`config.mk`:
```
export PLATFORM = sky130hd
export DESIGN_NAME = avalon_led_pio
export DESIGN_NICKNAME = d
export VERILOG_FILES = /design/src/rtl/led_pio_pkg.sv /design/src/rtl/led_blink_timer.sv /design/src/rtl/avalon_led_pio.sv
export SDC_FILE = /design/constraint.sdc
export NUM_CORES = 1
export LEC_CHECK = 0
export BUFFER_PORTS_ARGS = -buffer_cell sky130_fd_sc_hd__clkbuf_2
export CAP_MARGIN = 40
export CORE_MARGIN = 5
export CORE_UTILIZATION = 35
export DETAILED_ROUTE_END_ITERATION = 16
export GPL_TIMING_DRIVEN = 0
export PLACE_DENSITY = 0.63
export SLEW_MARGIN = 20
export SYNTH_ARGS = -nofsm -noshare
export SYNTH_HDL_FRONTEND = slang
export SYNTH_SLANG_ARGS = --single-unit
```
`constraint.sdc`:
```
create_clock -name clk -period 2.99 [get_ports clk]
set_input_delay 0.897 -clock clk [delete_from_list [all_inputs] [get_ports clk]]
set_output_delay 0.897 -clock clk [all_outputs]
set_load 0.05 [all_outputs]
```
`src/rtl/led_pio_pkg.sv`:
```
// Shared constants for the Avalon LED PIO: register addresses, PWM width, STATUS bit positions.
package led_pio_pkg;

    localparam logic [2:0] ADDR_DATA   = 3'd0;
    localparam logic [2:0] ADDR_MASK   = 3'd1;
    localparam logic [2:0] ADDR_PERIOD = 3'd2;
    localparam logic [2:0] ADDR_DUTY   = 3'd3;
    localparam logic [2:0] ADDR_SET    = 3'd4;
    localparam logic [2:0] ADDR_CLR    = 3'd5;
    localparam logic [2:0] ADDR_TOGGLE = 3'd6;
    localparam logic [2:0] ADDR_STATUS = 3'd7;

    localparam int PWM_W      = 8;
    localparam int STAT_PHASE = 0;
    localparam int STAT_PWM   = 1;

    // Full-scale duty forces the output permanently on; otherwise compare against the ramp.
    function automatic logic pwm_gate(input logic [PWM_W-1:0] cnt, input logic [PWM_W-1:0] duty);
        return (duty == {PWM_W{1'b1}}) || (cnt < duty);
    endfunction

endpackage

```
`src/rtl/led_blink_timer.sv`:
```
// Free-running tick prescaler plus half-period blink counter producing the blink phase.
module led_blink_timer #(
    parameter int PRESCALE = 50000,
    parameter int PERIOD_W = 16
) (
    input  logic                clk,
    input  logic                reset,
    input  logic                clear,
    input  logic [PERIOD_W-1:0] period,
    output logic                tick,
    output logic                phase
);

    localparam int              PRE_W   = (PRESCALE > 1) ? $clog2(PRESCALE) : 1;
    localparam logic [PRE_W-1:0] PRE_MAX = PRE_W'(PRESCALE - 1);

    logic [PRE_W-1:0]    r_pre;
    logic [PERIOD_W-1:0] r_cnt;
    logic                r_phase;

    assign tick  = (r_pre == PRE_MAX);
    assign phase = r_phase;

    // clear wins over a coincident tick so a period rewrite always restarts cleanly
    always_ff @(posedge clk) begin
        if (reset || clear) begin
            r_pre   <= '0;
            r_cnt   <= '0;
            r_phase <= 1'b0;
        end else begin
            r_pre <= tick ? '0 : r_pre + 1'b1;
            if (period == '0) begin
                r_cnt   <= '0;
                r_phase <= 1'b0;
            end else if (tick) begin
                if (r_cnt == period - PERIOD_W'(1)) begin
                    r_cnt   <= '0;
                    r_phase <= ~r_phase;
                end else begin
                    r_cnt <= r_cnt + PERIOD_W'(1);
                end
            end
        end
    end

endmodule

```
`src/rtl/avalon_led_pio.sv`:
```
// Avalon-MM LED PIO: DATA with SET/CLR/TOGGLE, per-bit blink, registered LED drive.
// Optional global PWM dimming is built when LED_PIO_PWM_EN is defined.
module avalon_led_pio
    import led_pio_pkg::*;
#(
    parameter int WIDTH    = 10,
    parameter int PRESCALE = 50000,
    parameter int PERIOD_W = 16
) (
    input  logic             clk,
    input  logic             reset,
    input  logic [2:0]       address,
    input  logic             chipselect,
    input  logic             write_n,
    input  logic             read_n,
    input  logic [31:0]      writedata,
    output logic [31:0]      readdata,
    output logic [WIDTH-1:0] out_port
);

    logic                w_wr;
    logic                w_rd;
    logic                w_clear;
    logic                w_tick;
    logic                w_phase;
    logic                w_pwm_on;
    logic [31:0]         w_rdata;
    logic                w_unused;

    logic [WIDTH-1:0]    r_data;
    logic [WIDTH-1:0]    r_mask;
    logic [PERIOD_W-1:0] r_period;
    logic [31:0]         r_readdata;
    logic [WIDTH-1:0]    r_out;

    assign w_wr     = chipselect & ~write_n;
    assign w_rd     = chipselect & ~read_n;
    assign w_clear  = w_wr && (address == ADDR_PERIOD);
    assign w_unused = ^{writedata, w_tick};

    led_blink_timer #(
        .PRESCALE (PRESCALE),
        .PERIOD_W (PERIOD_W)
    ) u_timer (
        .clk    (clk),
        .reset  (reset),
        .clear  (w_clear),
        .period (r_period),
        .tick   (w_tick),
        .phase  (w_phase)
    );

`ifdef LED_PIO_PWM_EN
    logic [PWM_W-1:0] r_duty;
    logic [PWM_W-1:0] r_pwm_cnt;

    always_ff @(posedge clk) begin
        if (reset) begin
            r_duty    <= '0;
            r_pwm_cnt <= '0;
        end else begin
            r_pwm_cnt <= r_pwm_cnt + 1'b1;
            if (w_wr && (address == ADDR_DUTY))
                r_duty <= writedata[PWM_W-1:0];
        end
    end

    assign w_pwm_on = pwm_gate(r_pwm_cnt, r_duty);
`else
    assign w_pwm_on = 1'b1;
`endif

    always_ff @(posedge clk) begin
        if (reset) begin
            r_data   <= '0;
            r_mask   <= '0;
            r_period <= '0;
        end else if (w_wr) begin
            case (address)
                ADDR_DATA:   r_data   <= writedata[WIDTH-1:0];
                ADDR_MASK:   r_mask   <= writedata[WIDTH-1:0];
                ADDR_PERIOD: r_period <= writedata[PERIOD_W-1:0];
                ADDR_SET:    r_data   <= r_data | writedata[WIDTH-1:0];
                ADDR_CLR:    r_data   <= r_data & ~writedata[WIDTH-1:0];
                ADDR_TOGGLE: r_data   <= r_data ^ writedata[WIDTH-1:0];
                default:     ;
            endcase
        end
    end

    always_comb begin
        w_rdata = '0;
        case (address)
            ADDR_DATA, ADDR_SET, ADDR_CLR, ADDR_TOGGLE: w_rdata[WIDTH-1:0] = r_data;
            ADDR_MASK:   w_rdata[WIDTH-1:0]    = r_mask;
            ADDR_PERIOD: w_rdata[PERIOD_W-1:0] = r_period;
`ifdef LED_PIO_PWM_EN
            ADDR_DUTY:   w_rdata[PWM_W-1:0]    = r_duty;
`endif
            ADDR_STATUS: begin
                w_rdata[STAT_PHASE] = w_phase;
                w_rdata[STAT_PWM]   = w_pwm_on;
            end
            default:     w_rdata = '0;
        endcase
    end

    // Read mux sees pre-write register values, so a same-cycle read/write returns the old value.
    always_ff @(posedge clk) begin
        if (reset) begin
            r_readdata <= '0;
            r_out      <= '0;
        end else begin
            r_readdata <= w_rd ? w_rdata : 32'd0;
            r_out      <= r_data & ~(r_mask & {WIDTH{w_phase}}) & {WIDTH{w_pwm_on}};
        end
    end

    assign readdata = r_readdata;
    assign out_port = r_out;

endmodule

```
### Yosys cells after proc, flatten, opt, wreduce, memory -nomap -nowiden

Cells that the tools add are included.

| storage, ports and cells | value |
|---|---|
| word-level logic and storage cells | 53 |
| flip-flop bits (word level) | 111 |
| output and inout bits | 42 |
| input bits | 40 |

| operators by class | value |
|---|---|
| add/sub/neg operators | 3 |
| mux-type cells | 4 |
| eq/ne operators | 8 |
| reductions and logical operators | 14 |
| bitwise logic cells | 14 |

Operators with widths:

| kind | count |
|---|---|
| 10-bit one-hot mux with 4 select lines | 1 |
| 16-bit by 1-bit adder with 16-bit output (second input constant) | 2 |
| 10-bit bitwise AND | 3 |
| 8-bit one-hot mux with 3 select lines | 1 |
| 10-bit NOT | 2 |
| 16-bit equality test | 1 |
| 16-bit equality test (second input constant) | 1 |
| 16-bit logical NOT | 1 |
| 16-bit 2-to-1 mux | 1 |
| 16-bit by 1-bit subtractor with 16-bit output (second input constant) | 1 |
| 3-bit equality test (second input constant) | 4 |
| 10-bit OR | 1 |
| 10-bit bitwise XOR | 1 |
| 2-bit one-hot mux with 4 select lines | 1 |
| 2-bit AND reduction | 4 |
| 2-bit OR reduction | 3 |
| 1-bit NOT | 5 |
| 4-bit nonzero test | 1 |
| 4-bit OR reduction | 1 |
| 3-bit by 1-bit equality test with 1-bit output (second input constant) | 1 |
| 3-bit by 2-bit equality test with 1-bit output (second input constant) | 1 |
| 3-bit logical NOT | 1 |
| 3-bit OR reduction | 1 |
| 1-bit bitwise AND | 2 |
| other kinds (2) | 2 |

### Depth between registers and ports, before layout

| logic depth | value |
|---|---|
| depth after elaboration | 5 |
| mapped depth | 11 |

### By module

A second synthesis with hierarchy kept.

| unflattened totals | value |
|---|---|
| cell total of the unflattened synthesis | 600 |
| area, all modules | 5,193.7 um2 |

Modules (own cells, without submodules):

| module | instances | sequential area each (um2) | cells each | area each (um2) |
|---|---|---|---|---|
| avalon_led_pio | 1 | 1,241.2 | 346 | 3,074.2 |
| led_blink_timer | 1 | 660.6 | 254 | 2,119.5 |

### Worst setup path after synthesis

OpenSTA, ideal clock, no wires.

| timing | value |
|---|---|
| path type | reg-to-reg |
| start | register r_period[0] |
| end | register u_timer.r_phase (netlist: u_timer.phase) |
| library setup time | 0.121 ns |
| slack | -0.015 ns |
| period minus slack after synthesis | 3.005 ns |
| cell stages (with the launch flop) | 11 |
| arrival | 2.883 ns |
| cells stage by stage | dfxtp_1 > clkbuf_1 > inv_1 > ha_1 > or4b_1 > buf_2 > or4_4 > nor4_2 > a211oi_2 > nor4_4 > mux2_4 |

| between the ends | value |
|---|---|
| longest elaborated chain between the ends | 3 |
| elaborated cells on any way between the ends | 5 |
| classes of those cells | add/sub (1); eq/ne (1); reduce/logical (3) |

Ends and longest elaborated chain:

| what | line | RTL |
|---|---|---|
| from (decl) | avalon_led_pio.sv:32 | `logic [PERIOD_W-1:0] r_period;` |
| from (signal assigned) | avalon_led_pio.sv:82 | `ADDR_PERIOD: r_period <= writedata[PERIOD_W-1:0];` |
| 16-bit by 1-bit subtractor with 16-bit output | led_blink_timer.sv:36 | `if (r_cnt == period - PERIOD_W'(1)) begin` |
| 16-bit equality test | led_blink_timer.sv:36 |  |
| 2-bit AND reduction (no line) | -- |  |
| to (signal assigned) | led_blink_timer.sv:38 | `r_phase <= ~r_phase;` |
| to (decl) | led_blink_timer.sv:19 | `logic r_phase;` |

Several ways; a longest one is shown, not always the timed one.
A chain may end at the register's enable or synchronous reset.

### Worst setup path in the final report

| timing | value |
|---|---|
| start | register r_period[0] |
| end | register u_timer.r_cnt[11] |

| between the ends | value |
|---|---|
| longest elaborated chain between the ends | 3 |
| elaborated cells on any way between the ends | 5 |
| classes of those cells | add/sub (1); eq/ne (1); mux (1); reduce/logical (2) |

Ends and longest elaborated chain:

| what | line | RTL |
|---|---|---|
| 16-bit by 1-bit subtractor with 16-bit output | led_blink_timer.sv:36 |  |
| 16-bit equality test | led_blink_timer.sv:36 |  |
| 16-bit 2-to-1 mux | led_blink_timer.sv:36 |  |
| to (signal assigned) | led_blink_timer.sv:40 | `r_cnt <= r_cnt + PERIOD_W'(1);` |
| to (decl) | led_blink_timer.sv:18 | `logic [PERIOD_W-1:0] r_cnt;` |

Several ways; a longest one is shown, not always the timed one.

==> run metrics <==
element type at the critical path start register; # H-tree levels 3; Synth Register Bits 95; Top Metal Used met4; clock latency on the worst-skew pair 350 ps; fraction of the yosys area taken by sequential cells 0.3808; final setup vio count 0; final hold vios 0; Synth area leader dfxtp_1; Global Route Usage Sum 0.1540; routed wl met2 6168 um; CTS Sinks 95; Final HPWL DP 9497 um; Req. time, crit path 3250 ps; final antenna-violating net count 0; core area 13,930 sq um; reg2reg setup slack 110 ps; height of the die 129.5 um; Tcrit/Tclk final 0.9638; via-per-instance ratio 5.189; Final Critical Period 2882 ps; largest family of logic cells by synthesized area simple AND/OR/NAND/NOR gates; cts hold-fix bufs 0; starting density of the core 0.3584; GPL Wtd Cong 0.8475; Post-DP Area 5522 sq um; Worst EP arrival 3140 ps; design area 5878 sq um; row cnt 43; post-synthesis compound-gate area fraction 0.1448; Synth cell types 56; Syn Inst Count 606; Worst Hold End out_port[5]; fmax 0.3470 GHz; post-layout net count 744; hold path depth 1; CTS tree built; detailed-route via count 4,494; maximum number of pins on one net before global-route repair 15; met3 wire len 773 um; TritonCTS Buffers 9; Post-Synth XOR/XNOR Area 0.07891; Worst VDD drop 0.1987 mV; PD cells 479.6 nW/um^2; final WL 12,760 um; Reg2Reg Depth 10; Post-Syn Area 4995 sq um; DRT iter0 DRCs 314; Max clock buf depth 2; Fin Hold WS 480.7 ps; total grt overflow 0; Worst-path clk slew 70 ps; drt drc 0; wl on met1 5631 um; Ant. Diodes 0; count leader, synth dfxtp_1; crit-path cells inv_1 -> ha_4 -> or4b_1 -> buf_2 -> or4_4 -> mux2_2 -> a211oi_4 -> nor4_4 -> buf_4 -> nor3_1; initial antenna violation count 0; vias in the first global route 4,270; number of synthesized flops with an enable pin 0; share of cells above drive strength 1 0.1458; Crit Path Class register to register; Yosys top cell area share 0.3808; reg-to-reg startpoint r_period[0]; Synth Flop Type dfxtp_1; Levels on crit path 10; Top Ports 82; unrepaired setup endpoints after global routing true; DIE WIDTH 129.5 um; global-route wire length before repair 20,740 um; Slew @ Worst Pin 850.9 ps; Min-Delay Startpoint r_mask[5]; mux contribution to synthesized area 0.03332; Setup TNS 0 ps; FF-to-FF End u_timer.r_cnt[11]; most frequent cells after synthesis dfxtp_1 (95), nor2_1 (71), nand2_1 (54); Slew Limit Fails 0; Leak 2.296 nW; Hold Path Class register to register; Yosys Warn Count 0; critical path fanouts, max 8; area delta synth->final 17.69%; Worst slew margin 0.4275; outcome complete, no violations; Async SR Flop Fraction 0; Synth Area in Simple Gates 0.2255; area of the die 16,760 sq um; 1st-pass router iterations 5; Mapped Avg Cell Area 8.242 sq um; CP top delay family simple AND/OR/NAND/NOR gates; Root Buffer clkbuf_16; Port Buffers 48; CP peak stage delay 460 ps; Synth area leaders dfxtp_1 (38%), ha_1 (5.8%), nor2_1 (5.3%), xnor2_1 (4.4%), nand2_1 (4.1%); Adder-Cell Fraction of Synth Area 0.05762; clk_skew 9.410 ps; Worst path slowest cell or4_4; Util after Layout 0.4218; Crit path buffers/inverters 3; CP Capture Type register; WL/cell 14.74 um; # Max-Cap Violations 0
-- cell usage in the layout, fill, tap and decap left out, drive strengths merged, types with 3 or more instances in the layout --
cell type and n:
a211oi 23, a21oi 39, a221oi 8, and2 9, and3 8, buf 28, clkbuf 90, conb 16
dfxtp 95, ha 23, inv 30, mux2i 14, nand2 54, nand3 13, nand4 10, nor2 71
nor2b 9, nor3 22, nor4 11, o21ai 7, o22ai 21, or2 3, or3 3, xnor2 25
xor2 20
-- power by group --
group,switching [mW],total [mW],internal (mW)
Combinational,0.222,0.325,0.103
Clock,0.476,1.19,0.718
Sequential,0.0154,1.30,1.29
-- metal layers --
metal,vias to the layer above,global-route usage
met5,-,0
met4,0,0.05440
met3,19,0.04040
met2,140,0.2552
met1,2109,0.1942
li1,2226,-
-- cell families (layout without fill, tap and decap cells) --
group,count (synthesis),in the layout
and+or+nand+nor,228,228
xor gates and xnor gates,45,45
AOI/OAI and AO/OA,112,112
adders and majority gates,23,23
other,1,16
muxes,16,16
DFF,95,95
buffers and inverters,86,151
-- worst max path at each step --
stage                     start                 to
global placement     address[2]   u_timer.r_cnt[4]
detailed placement  r_period[0]   u_timer.r_cnt[6]
finish              r_period[0]  u_timer.r_cnt[11]
global route        r_period[0]  u_timer.r_cnt[11]
CTS                 r_period[0]      u_timer.phase
floorplan           r_period[0]      u_timer.phase
-- worst reg2reg max path: cells and delay by family (launching register included) --
kind                       cells  cell delay, ps
and+or+nand+nor                4            1170
buffers and inverters          3             490
DFF                            1             370
muxes                          1             320
AOI/OAI and AO/OA              1             260
adders and majority gates      1             180
-- what timing repair did --
action,in CTS,in global routing
pin swaps,1,1
setup endpoints to repair,17,17
gates resized for setup,3,5
setup buffers,1,0
-- area by class of cell --
| type | count | area (sq um) |
|---|---|---|
| Buffer | 54 | 275.3 |
| Clock buffer | 14 | 274.0 |
| Clock inverter | 2 | 37.54 |
| Fill cell | 1377 | 8056 |
| Inverter | 31 | 116.4 |
| Multi-Input combinational cell | 440 | 2793 |
| Sequential cell | 95 | 1904 |
| Tap cell | 180 | 225.2 |
| Timing Repair Buffer | 50 | 252.7 |
-- state kept, by name (all words and copies together), names as in the netlist --
signal,count
u_timer.phase,1
r_mask,10
r_period,16
readdata,16
u_timer.r_pre,16
out_port,10
r_data,10
u_timer.r_cnt,16
-- through the flow --
| step | cells | setup WS [ps] | total power [mW] |
|---|---|---|---|
| after floorplan | 621 | 94.97 | 1.562 |
| after global placement | 849 | -387.9 | 1.635 |
| after detailed placement | 850 | -223.7 | 1.646 |
| after CTS | 866 | 25.85 | 2.837 |
| after global routing | 866 | -8.844 | 2.933 |
| final | 866 | 108.4 | 2.819 |
Power figures use the tool's default switching activity.
